[config.mk]
export PLATFORM = sky130hd
export DESIGN_NAME = sd_emu_card_ctrl
export DESIGN_NICKNAME = d
export VERILOG_FILES = /design/src/rtl/sd_emu_pkg.sv /design/src/rtl/sd_emu_cmd_decode.sv /design/src/rtl/sd_emu_card_ctrl.sv
export SDC_FILE = /design/constraint.sdc
export NUM_CORES = 1
export LEC_CHECK = 0
export BUFFER_PORTS_ARGS = -buffer_cell sky130_fd_sc_hd__buf_2
export CAP_MARGIN = 20
export CORE_UTILIZATION = 58
export DETAILED_ROUTE_END_ITERATION = 16
export GPL_TIMING_DRIVEN = 0
export PLACE_DENSITY = 0.84
export SETUP_SLACK_MARGIN = 0.15
export SYNTH_ARGS = -nofsm -noshare
export SYNTH_HDL_FRONTEND = slang
export SYNTH_SLANG_ARGS = --single-unit
[constraint.sdc]
create_clock -name CLK -period 6 [get_ports CLK]
set_clock_uncertainty 0.05 [all_clocks]
set_input_delay 0.9 -clock CLK [delete_from_list [all_inputs] [get_ports CLK]]
set_output_delay 0.9 -clock CLK [all_outputs]
set_load 0.02 [all_outputs]
[src/rtl/sd_emu_pkg.sv]
// Shared constants for the SD card emulator card-state controller.
// Card states, response types, status bit positions and command indices.
package sd_emu_pkg;

    localparam logic [3:0] CS_IDLE  = 4'd0;
    localparam logic [3:0] CS_READY = 4'd1;
    localparam logic [3:0] CS_IDENT = 4'd2;
    localparam logic [3:0] CS_STBY  = 4'd3;
    localparam logic [3:0] CS_TRAN  = 4'd4;
    localparam logic [3:0] CS_DATA  = 4'd5;

    localparam logic [2:0] RSP_NONE   = 3'd0;
    localparam logic [2:0] RSP_R1     = 3'd1;
    localparam logic [2:0] RSP_R1B    = 3'd2;
    localparam logic [2:0] RSP_R2_CID = 3'd3;
    localparam logic [2:0] RSP_R2_CSD = 3'd4;
    localparam logic [2:0] RSP_R3     = 3'd5;
    localparam logic [2:0] RSP_R6     = 3'd6;
    localparam logic [2:0] RSP_R7     = 3'd7;

    localparam int SB_COM_CRC  = 23;
    localparam int SB_ILLEGAL  = 22;
    localparam int SB_STATE_HI = 12;
    localparam int SB_STATE_LO = 9;
    localparam int SB_READY    = 8;
    localparam int SB_APP_CMD  = 5;

    localparam logic [5:0] CMD0     = 6'd0;
    localparam logic [5:0] CMD2     = 6'd2;
    localparam logic [5:0] CMD3     = 6'd3;
    localparam logic [5:0] ACMD6    = 6'd6;
    localparam logic [5:0] CMD7     = 6'd7;
    localparam logic [5:0] CMD8     = 6'd8;
    localparam logic [5:0] CMD9     = 6'd9;
    localparam logic [5:0] CMD13    = 6'd13;
    localparam logic [5:0] CMD17    = 6'd17;
    localparam logic [5:0] ACMD41   = 6'd41;
    localparam logic [5:0] ACMD42   = 6'd42;
    localparam logic [5:0] CMD55    = 6'd55;
    localparam logic [5:0] IDX_R2R3 = 6'h3F;

    typedef enum logic [1:0] {
        ST_WAIT,
        ST_DECODE,
        ST_RSP,
        ST_RDSTART
    } ctrl_state_t;

    function automatic logic [31:0] r1_status(
        input logic       crc_err,
        input logic       ill_err,
        input logic [3:0] cs,
        input logic       app
    );
        logic [31:0] s;
        s = '0;
        s[SB_COM_CRC] = crc_err;
        s[SB_ILLEGAL] = ill_err;
        s[SB_STATE_HI:SB_STATE_LO] = cs;
        s[SB_READY] = 1'b1;
        s[SB_APP_CMD] = app;
        return s;
    endfunction

endpackage

[src/rtl/sd_emu_cmd_decode.sv]
// Combinational command decoder: maps a command in the current card state
// to a response type, the next card state and an illegal-command flag.
module sd_emu_cmd_decode
    import sd_emu_pkg::*;
(
    input  logic [5:0]  i_index,
    input  logic        i_app,
    input  logic [3:0]  i_state,
    input  logic [31:0] i_arg,
    input  logic [15:0] i_rca,
    output logic [2:0]  o_rsp_type,
    output logic [3:0]  o_next_state,
    output logic        o_illegal
);

    logic w_rca_hit;
    logic w_acmd;
    logic w_unused_arg;

    assign w_rca_hit = (i_arg[31:16] == i_rca);
    assign w_acmd = i_app && ((i_index == ACMD6) ||
                              (i_index == ACMD41) ||
                              (i_index == ACMD42));
    assign w_unused_arg = ^{i_arg[15:12], i_arg[7:2]};

    always_comb begin
        o_rsp_type   = RSP_NONE;
        o_next_state = i_state;
        o_illegal    = 1'b1;
        unique case (1'b1)
            (i_index == CMD0): begin
                o_illegal    = 1'b0;
                o_next_state = CS_IDLE;
            end
            (i_index == CMD8): begin
                if (i_state == CS_IDLE) begin
                    o_illegal = 1'b0;
                    if (i_arg[11:8] == 4'h1)
                        o_rsp_type = RSP_R7;
                end
            end
            (i_index == CMD55): begin
                if (i_state != CS_DATA) begin
                    o_illegal  = 1'b0;
                    o_rsp_type = RSP_R1;
                end
            end
            (w_acmd && i_index == ACMD41): begin
                if (i_state == CS_IDLE) begin
                    o_illegal    = 1'b0;
                    o_rsp_type   = RSP_R3;
                    o_next_state = CS_READY;
                end
            end
            (i_index == CMD2): begin
                if (i_state == CS_READY) begin
                    o_illegal    = 1'b0;
                    o_rsp_type   = RSP_R2_CID;
                    o_next_state = CS_IDENT;
                end
            end
            (i_index == CMD3): begin
                if (i_state == CS_IDENT || i_state == CS_STBY) begin
                    o_illegal    = 1'b0;
                    o_rsp_type   = RSP_R6;
                    o_next_state = CS_STBY;
                end
            end
            (i_index == CMD9): begin
                if (i_state == CS_STBY && w_rca_hit) begin
                    o_illegal  = 1'b0;
                    o_rsp_type = RSP_R2_CSD;
                end
            end
            (i_index == CMD7): begin
                if (i_state == CS_STBY && w_rca_hit) begin
                    o_illegal    = 1'b0;
                    o_rsp_type   = RSP_R1B;
                    o_next_state = CS_TRAN;
                end else if (i_state == CS_TRAN && !w_rca_hit) begin
                    o_illegal    = 1'b0;
                    o_next_state = CS_STBY;
                end
            end
            (i_index == CMD13): begin
                if (w_rca_hit &&
                    (i_state == CS_STBY || i_state == CS_TRAN)) begin
                    o_illegal  = 1'b0;
                    o_rsp_type = RSP_R1;
                end
            end
            (w_acmd && i_index == ACMD6): begin
                if (i_state == CS_TRAN && !i_arg[0]) begin
                    o_illegal  = 1'b0;
                    o_rsp_type = RSP_R1;
                end
            end
            (w_acmd && i_index == ACMD42): begin
                if (i_state == CS_TRAN) begin
                    o_illegal  = 1'b0;
                    o_rsp_type = RSP_R1;
                end
            end
            (i_index == CMD17): begin
                if (i_state == CS_TRAN) begin
                    o_illegal    = 1'b0;
                    o_rsp_type   = RSP_R1;
                    o_next_state = CS_DATA;
                end
            end
            default: ;
        endcase
    end

endmodule

[src/rtl/sd_emu_card_ctrl.sv]
// SD card emulator card-state controller: sequences command decode,
// response requests and single-block read starts.
module sd_emu_card_ctrl
    import sd_emu_pkg::*;
#(
    parameter logic [15:0] RCA = 16'h1337,
    parameter logic [31:0] OCR = 32'hC0FF8000
) (
    input  logic        CLK,
    input  logic        RST_N,
    input  logic        i_cmd_valid,
    output logic        o_cmd_ready,
    input  logic [5:0]  i_cmd_index,
    input  logic [31:0] i_cmd_arg,
    input  logic        i_cmd_crc_ok,
    output logic        o_rsp_valid,
    input  logic        i_rsp_ready,
    output logic [2:0]  o_rsp_type,
    output logic [5:0]  o_rsp_index,
    output logic [31:0] o_rsp_arg,
    output logic        o_rd_start,
    output logic [31:0] o_rd_addr,
    input  logic        i_rd_done,
    output logic        o_rd_abort,
    output logic        o_bus_4bit,
    output logic [3:0]  o_card_state
);

    ctrl_state_t r_state;
    ctrl_state_t w_nstate;

    logic [5:0]  r_idx;
    logic [31:0] r_arg;
    logic        r_crc_ok;
    logic [3:0]  r_acc_state;
    logic [3:0]  r_card_state;
    logic [3:0]  r_pend_state;
    logic        r_app;
    logic        r_err_crc;
    logic        r_err_ill;
    logic        r_bus_4bit;
    logic        r_is_rd;
    logic        r_rd_abort;
    logic [31:0] r_rd_addr;
    logic [2:0]  r_rsp_type;
    logic [5:0]  r_rsp_index;
    logic [31:0] r_rsp_arg;

    logic        w_cmd_ready;
    logic        w_rsp_valid;
    logic        w_rd_start;
    logic        w_cmd_hs;
    logic        w_rsp_hs;
    logic [2:0]  w_dec_rsp;
    logic [3:0]  w_dec_next;
    logic        w_dec_ill;
    logic        w_good;
    logic        w_has_rsp;
    logic        w_cmd0;
    logic        w_new_app;
    logic [31:0] w_status;
    logic [31:0] w_rsp_arg;
    logic [5:0]  w_rsp_idx;

    sd_emu_cmd_decode u_dec (
        .i_index      (r_idx),
        .i_app        (r_app),
        .i_state      (r_card_state),
        .i_arg        (r_arg),
        .i_rca        (RCA),
        .o_rsp_type   (w_dec_rsp),
        .o_next_state (w_dec_next),
        .o_illegal    (w_dec_ill)
    );

    assign w_cmd_hs  = i_cmd_valid && w_cmd_ready;
    assign w_rsp_hs  = w_rsp_valid && i_rsp_ready;
    assign w_good    = r_crc_ok && !w_dec_ill;
    assign w_has_rsp = w_good && (w_dec_rsp != RSP_NONE);
    assign w_cmd0    = w_good && (r_idx == CMD0);
    assign w_new_app = w_good && (r_idx == CMD55);
    assign w_status  = r1_status(r_err_crc, r_err_ill,
                                 r_acc_state, w_new_app);

    always_comb begin
        w_rsp_arg = '0;
        case (w_dec_rsp)
            RSP_R1, RSP_R1B: w_rsp_arg = w_status;
            RSP_R3:          w_rsp_arg = OCR | 32'hC000_0000;
            RSP_R6:          w_rsp_arg = {RCA,
                                          w_status[SB_COM_CRC],
                                          w_status[SB_ILLEGAL],
                                          w_status[19],
                                          w_status[12:0]};
            RSP_R7:          w_rsp_arg = {20'h0, r_arg[11:0]};
            default:         w_rsp_arg = '0;
        endcase
    end

    assign w_rsp_idx = (w_dec_rsp == RSP_R2_CID ||
                        w_dec_rsp == RSP_R2_CSD ||
                        w_dec_rsp == RSP_R3) ? IDX_R2R3 : r_idx;

    always_ff @(posedge CLK or negedge RST_N) begin
        if (!RST_N)
            r_state <= ST_WAIT;
        else
            r_state <= w_nstate;
    end

    // Ready also gates on RST_N so it is low for the whole reset window.
    always_comb begin
        w_nstate    = r_state;
        w_cmd_ready = 1'b0;
        w_rsp_valid = 1'b0;
        w_rd_start  = 1'b0;
        unique case (r_state)
            ST_WAIT: begin
                w_cmd_ready = RST_N;
                if (i_cmd_valid && RST_N)
                    w_nstate = ST_DECODE;
            end
            ST_DECODE: begin
                w_nstate = w_has_rsp ? ST_RSP : ST_WAIT;
            end
            ST_RSP: begin
                w_rsp_valid = 1'b1;
                if (i_rsp_ready)
                    w_nstate = r_is_rd ? ST_RDSTART : ST_WAIT;
            end
            ST_RDSTART: begin
                w_rd_start = 1'b1;
                w_nstate   = ST_WAIT;
            end
            default: w_nstate = ST_WAIT;
        endcase
    end

    always_ff @(posedge CLK or negedge RST_N) begin
        if (!RST_N) begin
            r_idx        <= '0;
            r_arg        <= '0;
            r_crc_ok     <= 1'b0;
            r_acc_state  <= CS_IDLE;
            r_card_state <= CS_IDLE;
            r_pend_state <= CS_IDLE;
            r_app        <= 1'b0;
            r_err_crc    <= 1'b0;
            r_err_ill    <= 1'b0;
            r_bus_4bit   <= 1'b0;
            r_is_rd      <= 1'b0;
            r_rd_abort   <= 1'b0;
            r_rd_addr    <= '0;
            r_rsp_type   <= RSP_NONE;
            r_rsp_index  <= '0;
            r_rsp_arg    <= '0;
        end else begin
            r_rd_abort <= 1'b0;
            if (w_cmd_hs) begin
                r_idx       <= i_cmd_index;
                r_arg       <= i_cmd_arg;
                r_crc_ok    <= i_cmd_crc_ok;
                r_acc_state <= r_card_state;
            end
            if (r_card_state == CS_DATA && i_rd_done)
                r_card_state <= CS_TRAN;
            if (r_state == ST_DECODE) begin
                r_app        <= w_new_app;
                r_rsp_type   <= w_has_rsp ? w_dec_rsp : RSP_NONE;
                r_rsp_index  <= w_rsp_idx;
                r_rsp_arg    <= w_rsp_arg;
                r_pend_state <= w_dec_next;
                r_is_rd      <= w_has_rsp && (r_idx == CMD17);
                if (!r_crc_ok)
                    r_err_crc <= 1'b1;
                else if (w_dec_ill)
                    r_err_ill <= 1'b1;
                if (w_good && w_dec_rsp == RSP_NONE)
                    r_card_state <= w_dec_next;
                if (w_has_rsp && r_idx == ACMD6)
                    r_bus_4bit <= r_arg[1];
                if (w_has_rsp && r_idx == CMD17)
                    r_rd_addr <= r_arg;
                // A coincident rd_done means the block already finished.
                if (w_cmd0) begin
                    r_bus_4bit <= 1'b0;
                    r_err_crc  <= 1'b0;
                    r_err_ill  <= 1'b0;
                    r_app      <= 1'b0;
                    r_rd_abort <= (r_card_state == CS_DATA) && !i_rd_done;
                end
            end
            if (w_rsp_hs) begin
                r_card_state <= r_pend_state;
                if (r_rsp_type == RSP_R1 || r_rsp_type == RSP_R1B ||
                    r_rsp_type == RSP_R6) begin
                    r_err_crc <= 1'b0;
                    r_err_ill <= 1'b0;
                end
            end
        end
    end

    assign o_cmd_ready  = w_cmd_ready;
    assign o_rsp_valid  = w_rsp_valid;
    assign o_rsp_type   = r_rsp_type;
    assign o_rsp_index  = r_rsp_index;
    assign o_rsp_arg    = r_rsp_arg;
    assign o_rd_start   = w_rd_start;
    assign o_rd_addr    = r_rd_addr;
    assign o_rd_abort   = r_rd_abort;
    assign o_bus_4bit   = r_bus_4bit;
    assign o_card_state = r_card_state;

endmodule

==> metrics.csv <==
metric,value,unit
cts bufs inserted,17,
antenna-violating nets left,0,
routed vias/inst,5.95,
Routed wire per std cell,18.7,um
"Reg clk slew, reported paths",0.06,ns
initial core utilization,59.5,%
CTS tree,done,
number of enable flip-flop cells after synthesis,0,
synthesized cell area,5470,um^2
post-layout net count,648,
IO Pins,126,
Final min period,3.32,ns
"Max FO, Critical Path",10,
H-tree depth,4,
Post-synth ARST share,100,%
crit path launch,o_card_state[1]$_DFF_PN0_,
# hold bufs at CTS,0,
clk root buf,clkbuf_8,
RSZ-0062 raised after global routing,false,
largest net degree at the start of global routing,72,
Syn Area/Cell,11.9,um^2
Slew headroom,50.2,%
GPL Wtd Cong,0.929,
vias in the first global route,4330,
Fill cells,642,
Synth cell types,64,
Post-DP HPWL,9.60,mm
slew at the pin closest to its max-slew limit,0.747,ns
Final Cell Area,6860,um^2
setup TNS,0,ns
Die W,99.1,um
maximum root-to-sink buffer count,2,
initial antenna violation count,0,
Worst EP required,6.34,ns
first-pass GRT wire length,22.2,mm
post-CTS resize count,0,
core area,9200,um^2
synthesized instance count,460,
Cell Pwr Density,350,nW/um^2
fraction of layout cells with a size suffix above 1,37.4,%
FF-to-FF Start,o_card_state[1]$_DFF_PN0_,
CP Capture Type,flop,
run status,"finished, final reports clean",
"Seq/Total Area, Yosys",54.9,%
postcts setup bufs,0,
final WL,13.6,mm
critical path type,reg -> reg,
fmax,302,MHz
DR vias,4334,
Final setup viols,0,
Critical Path AT,3.66,ns
Peak supply drop,0.245,mV
Final Max Tran Viols,0,
Hold Crit Class,in -> async,
Area after DPL,6260,um^2
# rows,35,
number of DRC markers in iteration 0,277,
Util after Layout,74.6,%
Die Y-Extent,99.1,um
Static Leakage,3.44,nW
Ys Warns,0,
Worst-Skew Late Latency,0.52,ns
CP startpoint kind,flop,
area grow syn2layout,25.4,%
final hold violation count,0,
CTS Sinks,120,
max-cap violation count,0,
GRT Total Usage,29.7,%
Seq cells post-synth,120,
Antenna Cells,0,
Main synth FF type,dfrtp_1,
port buffer count,121,
DRC,0,
total gr overflow,0,
period utilization,55.3,%
drt pass-1 iters,5,
die area,9820,um^2
-- registers in the layout, indices dropped and copies added, names as in the netlist --
name          flops
r_is_rd           1
r_idx             6
o_rd_addr        32
r_err_ill         1
r_crc_ok          1
r_arg            32
o_rd_abort        1
o_bus_4bit        1
r_state           2
r_pend_state      4
r_app             1
o_card_state      4
o_rsp_type        3
r_err_crc         1
o_rsp_index       6
r_acc_state       4
o_rsp_arg        20
-- Yosys cell counts (5+ instances only) --
cell type	n	area [um^2]
nor3_1	5	25.0
and3_1	10	62.6
o21ai_0	18	90.1
nand3_1	23	115
buf_4	12	90.1
nand2b_1	6	37.5
mux2_1	29	327
buf_2	7	35.0
nor2_1	15	56.3
nor4b_1	5	43.8
nor2b_1	5	31.3
o22a_1	6	52.6
nand2_1	42	158
nand4_1	6	37.5
clkbuf_1	18	67.6
inv_1	5	18.8
mux2_2	44	495
dfrtp_1	120	3000
a31oi_1	8	50.1
a21oi_1	7	35.0
-- cell families after synthesis --
kind of cell    count (synthesis)  share of synthesized area [%]
simple gates                  155                           17.1
flops                         120                           54.9
mux                            75                           15.4
compound gates                 64                           7.99
buf+inv                        45                           4.49
other cells                     1                         0.0686
-- final timing paths --
path,to,depth (start not counted),slack [ns]
worst max-delay path,o_rd_addr[23]$_DFFE_PN0P_,9,2.68
worst min-delay path,r_arg[19]$_DFFE_PN0P_,1,0.27
worst max register to register,o_rd_addr[23]$_DFFE_PN0P_,9,2.68
worst min register to register,o_rsp_arg[14]$_DFFE_PN0N_,2,0.41
max in group asynchronous,r_pend_state[0]$_DFFE_PN0N_,2,4.93
min in group CLK,o_rsp_arg[14]$_DFFE_PN0N_,2,0.41
-- area by class of cell --
type                            count  area [um^2]  area share (%)
Inverter                            5         18.8           0.274
Clock buffer                       19          432            6.29
Sequential cell                   120         3000            43.8
Timing Repair Buffer              122          639            9.32
Clock inverter                     13          170            2.48
Buffer                             40          226            3.30
Multi-Input combinational cell    298         2230            32.5
Tap cell                          111          139            2.02
-- power by group --
part	switching [W]	leakage (nW)	internal, W	total (W)
clock network	0.000379	0.285	0.000647	0.00103
logic	0.000232	1.61	0.000169	0.000401
registers	0.0000752	1.54	0.000901	0.000976
-- routing by layer --
layer	vias up	share of wire (%)	global-route usage, %
met5	-	0	0
met4	0	3.2	13.2
met3	48	5.9	6.32
met2	194	48	47.4
met1	2138	43	39.6
li1	1954	-	-
-- critical path: stages, from the launching register on --
cell,delay (ns)
dfrtp_1,0.46
nor4_2,0.58
and4_1,0.27
buf_2,0.24
nor2_1,0.12
and3_1,0.24
nand3b_2,0.18
nor3b_4,0.48
buf_6,0.23
mux2_1,0.34
-- cell usage in the layout (no fill, tap or decap), types with 3 or more instances in the layout --
| cell | instances |
|---|---|
| or3_1 | 4 |
| and2_1 | 3 |
| or4bb_1 | 3 |
| nand2_1 | 42 |
| bufinv_16 | 3 |
| clkbuf_16 | 16 |
| mux2_2 | 44 |
| a22o_1 | 4 |
| buf_6 | 4 |
| nor3b_1 | 3 |
| nor3_1 | 5 |
| nor2_1 | 15 |
| conb_1 | 4 |
| and3_1 | 10 |
| a31oi_1 | 8 |
| buf_4 | 12 |
| inv_1 | 5 |
| nor4b_1 | 5 |
| nor2b_1 | 5 |
| o21ai_0 | 18 |
| clkbuf_1 | 19 |
| a21oi_1 | 7 |
| dfrtp_1 | 120 |
| nand3_1 | 23 |
| nand4_1 | 6 |
| clkinv_4 | 4 |
| buf_2 | 127 |
| o22a_1 | 6 |
| clkinvlp_4 | 3 |
| mux2_1 | 29 |
| nand2b_1 | 6 |
-- metrics by stage --
step	hold WS, ns	power (W)	std cells	setup slack (ns)
final	0.267	0.00240	728	2.68
after global routing	0.295	0.00249	728	2.47
after CTS	0.281	0.00241	728	2.69
after detailed placement	0.403	0.00138	696	2.50
after global placement	0.394	0.00136	695	0.934
after floorplan	0.389	0.00123	463	3.12
(Power assumes the default switching activity.)
